`config.mk`:
```
export PLATFORM = sky130hd
export DESIGN_NAME = count_monitor
export DESIGN_NICKNAME = d
export VERILOG_FILES = /design/src/rtl/count_mon_pkg.sv /design/src/rtl/mon_event_fifo.sv /design/src/rtl/count_monitor.sv
export SDC_FILE = /design/constraint.sdc
export NUM_CORES = 1
export LEC_CHECK = 0
export CORE_MARGIN = 4
export CORE_UTILIZATION = 56
export CTS_CLUSTER_DIAMETER = 30
export DETAILED_ROUTE_END_ITERATION = 12
export PLACE_DENSITY = 0.79
export SLEW_MARGIN = 10
export SYNTH_ARGS = -nofsm -noshare
export SYNTH_HDL_FRONTEND = slang
export SYNTH_HIERARCHICAL = 1
export SYNTH_SLANG_ARGS = --single-unit
```
`constraint.sdc`:
```
create_clock -name clk -period 4.2 [get_ports clk]
set_clock_uncertainty 0.15 [all_clocks]
set_input_delay 0.63 -clock clk [delete_from_list [all_inputs] [get_ports clk]]
set_output_delay 0.63 -clock clk [all_outputs]
set_load 0.02 [all_outputs]
```
`src/rtl/count_mon_pkg.sv`:
```
// Shared types and widths for the counter monitor: event codes, FSM states
// and the event payload carried through the event FIFO.
package count_mon_pkg;

  localparam int unsigned CNT_W   = 4;
  localparam int unsigned EVT_W   = 2;
  localparam int unsigned STATE_W = 2;

  typedef enum logic [EVT_W-1:0] {
    EV_WRAP    = 2'd0,
    EV_SAT     = 2'd1,
    EV_RESTART = 2'd2,
    EV_ERROR   = 2'd3
  } event_e;

  typedef enum logic [STATE_W-1:0] {
    ST_INIT  = 2'd0,
    ST_TRACK = 2'd1,
    ST_SAT   = 2'd2
  } state_e;

  typedef struct packed {
    event_e           code;
    logic [CNT_W-1:0] cnt;
  } event_t;

endpackage

```
`src/rtl/mon_event_fifo.sv`:
```
// Small synchronous FIFO of classified events. The head entry is presented
// directly from storage; a push into a full FIFO is accepted only if a pop
// frees a slot in the same cycle, otherwise it is dropped.
module mon_event_fifo
  import count_mon_pkg::*;
#(
  parameter int unsigned FIFO_DEPTH = 4
) (
  input  logic   clk,
  input  logic   reset,
  input  logic   push,
  input  event_t push_data,
  input  logic   pop,
  output logic   valid,
  output event_t head,
  output logic   dropped_c
);

  localparam int unsigned PTR_W  = $clog2(FIFO_DEPTH);
  localparam int unsigned FCNT_W = PTR_W + 1;

  event_t            mem [FIFO_DEPTH];
  logic [PTR_W-1:0]  rd_ptr;
  logic [PTR_W-1:0]  wr_ptr;
  logic [FCNT_W-1:0] count;
  logic              full;
  logic              do_pop;
  logic              do_push;

  assign full      = (count == FCNT_W'(FIFO_DEPTH));
  assign do_pop    = pop && (count != '0);
  assign do_push   = push && (!full || do_pop);
  assign dropped_c = push && !do_push;

  assign valid = (count != '0);
  assign head  = mem[rd_ptr];

  // Storage is cleared on reset so the head reads as zero until first push.
  always_ff @(posedge clk or posedge reset) begin
    if (reset) begin
      for (int i = 0; i < int'(FIFO_DEPTH); i++) begin
        mem[i] <= '0;
      end
      rd_ptr <= '0;
      wr_ptr <= '0;
      count  <= '0;
    end else begin
      if (do_push) begin
        mem[wr_ptr] <= push_data;
        wr_ptr      <= wr_ptr + PTR_W'(1);
      end
      if (do_pop) begin
        rd_ptr <= rd_ptr + PTR_W'(1);
      end
      case ({do_push, do_pop})
        2'b10:   count <= count + FCNT_W'(1);
        2'b01:   count <= count - FCNT_W'(1);
        default: count <= count;
      endcase
    end
  end

endmodule

```
`src/rtl/count_monitor.sv`:
```
// Watches an upstream 4-bit counter, classifies every sampled transition and
// queues WRAP/SAT/RESTART/ERROR events, with a wrap tally and sticky flags.
module count_monitor
  import count_mon_pkg::*;
#(
  parameter int unsigned SAT_VALUE  = 11,
  parameter int unsigned FIFO_DEPTH = 4,
  parameter int unsigned WRAP_W     = 8
) (
  input  logic              clk,
  input  logic              reset,
  input  logic [CNT_W-1:0]  cnt_in,
  input  logic              sat_en_in,
  input  logic              event_ready,
  output logic              event_valid,
  output logic [EVT_W-1:0]  event_code,
  output logic [CNT_W-1:0]  event_cnt,
  output logic [WRAP_W-1:0] wrap_count,
  output logic              sat_flag,
  output logic              error_flag,
  output logic              overflow_flag
);

  localparam logic [CNT_W-1:0] SAT_CNT = CNT_W'(SAT_VALUE);
  localparam logic [CNT_W-1:0] CNT_MAX = '1;

  state_e           state_q;
  state_e           state_d;
  logic [CNT_W-1:0] prev_q;
  logic             sat_hit_c;
  logic             push_c;
  event_e           code_c;
  logic             is_wrap_c;
  logic             is_err_c;
  event_t           push_data_c;
  event_t           head;
  logic             dropped_c;

  always_ff @(posedge clk or posedge reset) begin
    if (reset) begin
      state_q <= ST_INIT;
    end else begin
      state_q <= state_d;
    end
  end

  // Transition classifier; priority order matters where rules overlap.
  always_comb begin
    state_d   = state_q;
    push_c    = 1'b0;
    code_c    = EV_WRAP;
    is_wrap_c = 1'b0;
    is_err_c  = 1'b0;
    sat_hit_c = sat_en_in && (prev_q == SAT_CNT);
    case (state_q)
      ST_INIT: begin
        state_d = ST_TRACK;
      end
      ST_TRACK, ST_SAT: begin
        if (state_q == ST_SAT && cnt_in != prev_q) begin
          state_d = ST_TRACK;
        end
        if (cnt_in == '0 && (prev_q == CNT_MAX || sat_hit_c)) begin
          push_c    = 1'b1;
          code_c    = EV_WRAP;
          is_wrap_c = 1'b1;
        end else if (sat_hit_c && cnt_in == SAT_CNT && state_q == ST_TRACK) begin
          push_c  = 1'b1;
          code_c  = EV_SAT;
          state_d = ST_SAT;
        end else if (cnt_in == prev_q) begin
          push_c = 1'b0;
        end else if (cnt_in == prev_q + CNT_W'(1) && !sat_hit_c) begin
          push_c = 1'b0;
        end else if (cnt_in == '0) begin
          push_c = 1'b1;
          code_c = EV_RESTART;
        end else begin
          push_c   = 1'b1;
          code_c   = EV_ERROR;
          is_err_c = 1'b1;
        end
      end
      default: begin
        state_d = ST_INIT;
      end
    endcase
  end

  assign push_data_c.code = code_c;
  assign push_data_c.cnt  = cnt_in;

  // Tally and sticky status; wrap_count counts even when the event is dropped.
  always_ff @(posedge clk or posedge reset) begin
    if (reset) begin
      prev_q        <= '0;
      wrap_count    <= '0;
      sat_flag      <= 1'b0;
      error_flag    <= 1'b0;
      overflow_flag <= 1'b0;
    end else begin
      prev_q   <= cnt_in;
      sat_flag <= (state_d == ST_SAT);
      if (is_wrap_c && wrap_count != '1) begin
        wrap_count <= wrap_count + WRAP_W'(1);
      end
      if (is_err_c) begin
        error_flag <= 1'b1;
      end
      if (dropped_c) begin
        overflow_flag <= 1'b1;
      end
    end
  end

  mon_event_fifo #(
    .FIFO_DEPTH(FIFO_DEPTH)
  ) u_fifo (
    .clk      (clk),
    .reset    (reset),
    .push     (push_c),
    .push_data(push_data_c),
    .pop      (event_valid && event_ready),
    .valid    (event_valid),
    .head     (head),
    .dropped_c(dropped_c)
  );

  assign event_code = head.code;
  assign event_cnt  = head.cnt;

endmodule

```
Word-level counts from Yosys, hierarchy flattened
Cells that the tools add are included.
{ "word_totals": {"ff_bits": 48, "wordCells": 93, "out_inout_bits": 18, "inputBits": 8} }
{ "op_classes": {"addsub": 6, "n_reduce_logical": 22, "eq_ne": 13, "magnitude_cmp": 3, "bitwise_logic": 2, "n_mux": 30} }
{ "ops": {"columns": ["cell", "n"], "rows": [
  ["bitwise mux 24 bit", 1],
  ["two-way mux 6 bit", 3],
  ["two-way mux 2 bit", 8],
  ["two-way mux 1 bit", 14],
  ["binary-select mux 6 bit (select 2 bit)", 1],
  ["demux 6 bit (select 2 bit)", 1],
  ["== test 4 bit, second input constant", 3],
  ["logical AND 1 bit", 12],
  ["adder 8 x 1 -> 8 bit, second input constant", 1],
  ["== test 4 bit", 2],
  ["!= test 8 bit, second input constant", 1],
  ["== test 2 bit, second input constant", 3],
  ["greater-or-equal comparator 3 bit, second input constant", 2],
  ["NOT 2 -> 3 bit", 2],
  ["case mux 3 bit (2 select lines)", 1],
  ["adder 2 x 1 -> 2 bit, second input constant", 2],
  ["adder 4 x 1 -> 4 bit, second input constant", 1],
  ["== test 2 x 1 -> 1 bit, second input constant", 2],
  ["zero test 4 bit", 1],
  ["!= test 4 bit", 1],
  ["case mux 2 bit (2 select lines)", 1],
  ["adder 3 x 1 -> 3 bit, second input constant", 1],
  ["== test 3 bit, second input constant", 1],
  ["zero test 1 bit", 3],
  ["7 further kinds", 8]
]} }

Logic depth before layout (Yosys ltp)
{ "logic_depth": {"depth_word": 12, "mapped_depth": 13, "ltp_nobuf": 12} }

Cells and area by module
Netlist, hierarchy kept.
{ "by_module_without_submodules": {"columns": ["module", "cells_per_inst", "seq_area_each_um2", "n_inst", "area_each_um2"], "rows": [
  ["mon_event_fifo", 108, 775.7, 1, 1572.8],
  ["count_monitor", 85, 425.4, 1, 929.6]
]} }

Least setup slack after synthesis
Ideal clock, no wire load.
{ "synth_path": {"path_type": "input to register", "from": "input port cnt_in[1]", "to": "register u_fifo.count[1]", "setup_slack_ns": 1.109, "path_stages": 10, "setup_time_ns": 0.077, "arrival_ns": 2.864, "required_time_ns": 3.973, "path_buffers": 1, "path_cell_list": "or4_4 -> o21ai_0 -> a21bo_2 -> buf_2 -> inv_1 -> nand3_1 -> fa_1 -> o21ba_2 -> o211ai_1 -> a21oi_1"} }
{ "synth_via": {"elab_chain_cells": 10, "elab_cells_between_ends": 18, "cone_classes": "eq/ne (5); mux (6); reduce/logical (7)"} }
{ "synth_rtl": {"columns": ["item", "line_no", "source"], "rows": [
  ["from (decl)", "count_monitor.sv:12", "input logic [CNT_W-1:0] cnt_in,"],
  ["== test 4 bit", "count_monitor.sv:73", "end else if (cnt_in == prev_q + CNT_W'(1) && !sat_hit_c) begin"],
  ["logical AND 1 bit", "count_monitor.sv:73", null],
  ["two-way mux 1 bit", "count_monitor.sv:73", null],
  ["two-way mux 1 bit", "count_monitor.sv:71", "end else if (cnt_in == prev_q) begin"],
  ["two-way mux 1 bit", "count_monitor.sv:67", "end else if (sat_hit_c && cnt_in == SAT_CNT && state_q == ST_TRACK) begin"],
  ["two-way mux 1 bit *", "count_monitor.sv:63", "if (cnt_in == '0 && (prev_q == CNT_MAX || sat_hit_c)) begin"],
  ["two-way mux 1 bit *", "count_monitor.sv:55", "case (state_q)"],
  ["via push_c", "count_monitor.sv:31", "logic push_c;"],
  ["logical AND 1 bit *", "mon_event_fifo.sv:32", "assign do_push = push && (!full || do_pop);"],
  ["== test 2 x 1 -> 1 bit / == test 2 bit (equally long branches)", "mon_event_fifo.sv:55", "case ({do_push, do_pop})"],
  ["case mux 3 bit (2 select lines) / nonzero test 2 bit (equally long branches)", null, null],
  ["to (signal assigned)", "mon_event_fifo.sv:56", "2'b10: count <= count + FCNT_W'(1);"],
  ["to (signal assigned)", "mon_event_fifo.sv:57", "2'b01: count <= count - FCNT_W'(1);"],
  ["to (signal assigned)", "mon_event_fifo.sv:58", "default: count <= count;"],
  ["to (decl)", "mon_event_fifo.sv:25", "logic [FCNT_W-1:0] count;"]
]} }
Mark *: on every way through the listed nets, which the timed path passes. The rest lies on a longest branch.
A chain may end at the register's enable or synchronous reset.

Worst setup path after layout
{ "layout_path": {"from": "input port cnt_in[3]", "to": "register u_fifo.count[2]"} }
Same word-level chain as after synthesis.

==> out/qor.csv <==
metric,value,unit
cts_resized,0,
yosysWarnings,6,
tritoncts,yes,
rr_startpoint,prev_q[0],
totalWireLength,4870,um
drt-wirelength-per-cell,17.8,um
tightestPinTransition,0.755,ns
finalSetupViolCount,0,
power.density,720,mW/mm2
die_x,74.8,um
worstHoldStart,overflow_flag,
timing.rr.end,u_fifo/count[2],
hold_buffers,0,
path_clk_slew,0.09,ns
gp_congestion,0.951,
ir_worst_vdd,494,uV
first_pass_iters,4,
crit_path_start_kind,input port,
p_sw_share,36.7,%
hold_class,reg -> reg,
cp_slowest_cell,clkdlybuf4s50_1,
row_count,24,
syn_inst,193,
hold_viol,0,
ys_types,45,
fillerInstances,292,
antenna_cells,0,
dp.final_hpwl,3560,um
hold_depth,1,
syn_nets,212,
clock_latency,0.30,ns
grt_pass1_vias,1681,
sequentialPowerShare,37.9,%
rsz0062_at_grt,no,
drt_iter0_markers,66,
r2r_cells,11,
cpMostUsedCell,xnor2_1,
layout-drive-gt1-share,23.4,%
cts_root_buf,clkbuf_8,
cap_viol_max_count,0,
synth-seq-cells,48,
grt_usage,19.7,%
nNetsFinal,240,
die_h,74.8,um
ys_seq_area_share,48.0,%
whs_endpoint,overflow_flag,
portBuffers,25,
grt_max_degree,32,
cts_buffer_depth,2,
cp.arrival,3.59,ns
slew_violations,0,
path_cells,"clkdlybuf4s50_1, xor2_1, xnor2_1, o31ai_1, a21bo_2, inv_1, nand3_1, fa_1, and3b_2, a32oi_1, xnor2_1",
status,"complete, no violations",
post_dp_cell_area,0.00279,mm2
finalCritPeriodShare,83.8,%
coreArea,0.00435,mm2
max_stage_delay,0.65,ns
start_util,57.5,%
vias_per_cell,5.87,
combPwrFrac,48.4,%
vias,1609,
critPathBufInv,2,
drcViolationCount,0,
grt.overflow.total,0,
fin_util,66.3,%
syn_area_per_cell,13.0,um2
htree_num_levels,2,
grt_pass1_wl,8180,um
synth_edf_count,0,
relSlewSlack,49.3,%
ys_async_sr_fraction,100,%
postRouteAntennaNets,0,
postCtsSetupBuffers,0,
power_switching,762,uW
p_int,1320,uW
clock.fmax,284,MHz
layout_min_cycle_time,3.52,ns
final_area,0.00289,mm2
antenna_found_initial,0,
leakagePower,0.00124,uW
die-area,0.00560,mm2
synth_area,0.00250,mm2
clock_sinks,48,
syn2layout_area_growth,15.3,%
end_kind,flip-flop,
crit_type,in -> reg,
numCtsBuffers,5,
critPathMaxFanout,9,
cpLargestDelayFamily,compound AO/OA/AOI/OAI gates,
synth_flop_cell,dfrtp_1,
ioPinCount,26,
setup-tns-final,0,ns
clockPowerShare,13.6,%
ff2ff_setup_slack,1.07,ns
required,4.27,ns
-- per-layer routing --
metal	global-route usage, %	share of wire [%]	wire, um
met1	26.3	45	2170
met2	31.5	50	2430
met3	4.01	3.3	159
met4	8.10	2.1	103
met5	0	0	0
-- power groups by stage --
| stage | combinational [uW] | clock (uW) | sequential [uW] |
|---|---|---|---|
| after global placement | 967 | 0 | 774 |
| after global routing | 1100 | 310 | 812 |
| after detailed placement | 1010 | 0 | 797 |
| final | 1010 | 284 | 788 |
| after CTS | 1010 | 294 | 787 |
| after floorplan | 768 | 0 | 730 |
-- metrics by stage --
step	total power, uW	hold slack [ns]	worst slack (ns)	std cells
after CTS	2100	0.338	0.698	274
after detailed placement	1800	0.318	0.386	266
after floorplan	1500	0.324	1.11	193
final	2080	0.332	0.679	274
after global routing	2220	0.368	0.470	274
after global placement	1740	0.306	0.589	266
-- cell usage in the layout (no fill, tap or decap), types with 2 or more instances in the layout --
cell	synthesis	layout
dfrtp_1	48	48
clkdlybuf4s50_1	0	25
mux2_2	25	25
xor2_1	13	13
ha_1	10	10
inv_1	10	9
nand3_1	8	8
xnor2_1	7	7
nand2_1	7	7
clkbuf_8	0	6
mux4_2	6	6
nor2_1	5	5
nor4_1	4	4
nand3_4	4	4
o31ai_1	3	3
nor2b_1	3	3
and4b_1	2	2
nor3_1	2	2
o211ai_1	2	2
or3_1	2	2
a21oi_1	2	2
o21ai_0	2	2
buf_4	0	2
-- cells by family (layout without fill, tap and decap cells) --
group / after synthesis / in the layout / synth area share (%)
multiplexers: 32 / 32 / 17.1
XOR/XNOR: 20 / 20 / 7.00
adder cells (fa/ha/maj): 11 / 11 / 5.80
buffers and inverters: 16 / 45 / 3.15
flip-flops: 48 / 48 / 48.0
AO/OA/AOI/OAI: 19 / 19 / 5.70
AND/OR/NAND/NOR: 47 / 47 / 13.3
-- final cells by class --
| cell class | count | area, um2 | share of cell area (%) |
|---|---|---|---|
| Multi-Input combinational cell | 129 | 1220 | 42.4 |
| Sequential cell | 48 | 1200 | 41.6 |
| Timing Repair Buffer | 27 | 265 | 9.19 |
| Clock buffer | 7 | 86.3 | 2.99 |
| Tap cell | 52 | 65.1 | 2.25 |
| Inverter | 10 | 37.5 | 1.30 |
| Clock inverter | 1 | 7.51 | 0.260 |
-- registers in the layout, indices dropped and copies added (netlist names) --
signal         cells
state_q            2
sat_flag           1
prev_q             4
u_fifo/count       3
u_fifo/mem        24
u_fifo/wr_ptr      2
error_flag         1
overflow_flag      1
u_fifo/rd_ptr      2
wrap_count         8
-- cell usage after synthesis, types with 2 or more instances --
cell | number | area share, %
o211ai_1 | 2 | 0.60
buf_6 | 2 | 0.90
and4b_1 | 2 | 0.80
nand3_1 | 8 | 1.6
or3_1 | 2 | 0.50
o21ai_0 | 2 | 0.40
ha_1 | 10 | 5.0
nand2_1 | 7 | 1.1
buf_2 | 3 | 0.60
nor3_1 | 2 | 0.40
mux2_2 | 25 | 11
a21oi_1 | 2 | 0.40
o31ai_1 | 3 | 0.90
nand3_4 | 4 | 2.8
nor2_1 | 5 | 0.75
mux4_2 | 6 | 5.4
inv_1 | 10 | 1.5
nor4_1 | 4 | 1.0
xor2_1 | 13 | 4.6
xnor2_1 | 7 | 2.5
nor2b_1 | 3 | 0.75
dfrtp_1 | 48 | 48
-- worst max path at each step --
stage                          from         endpoint  cells after the start
final                     cnt_in[3]  u_fifo/count[2]                     11
after global routing      cnt_in[3]  u_fifo/count[1]                     11
after floorplan           cnt_in[1]  u_fifo/count[1]                     10
after detailed placement  cnt_in[3]  u_fifo/count[2]                     11
after CTS                 cnt_in[3]  u_fifo/count[2]                     11
after global placement    cnt_in[3]  u_fifo/count[1]                     11
(Power assumes the default switching activity.)
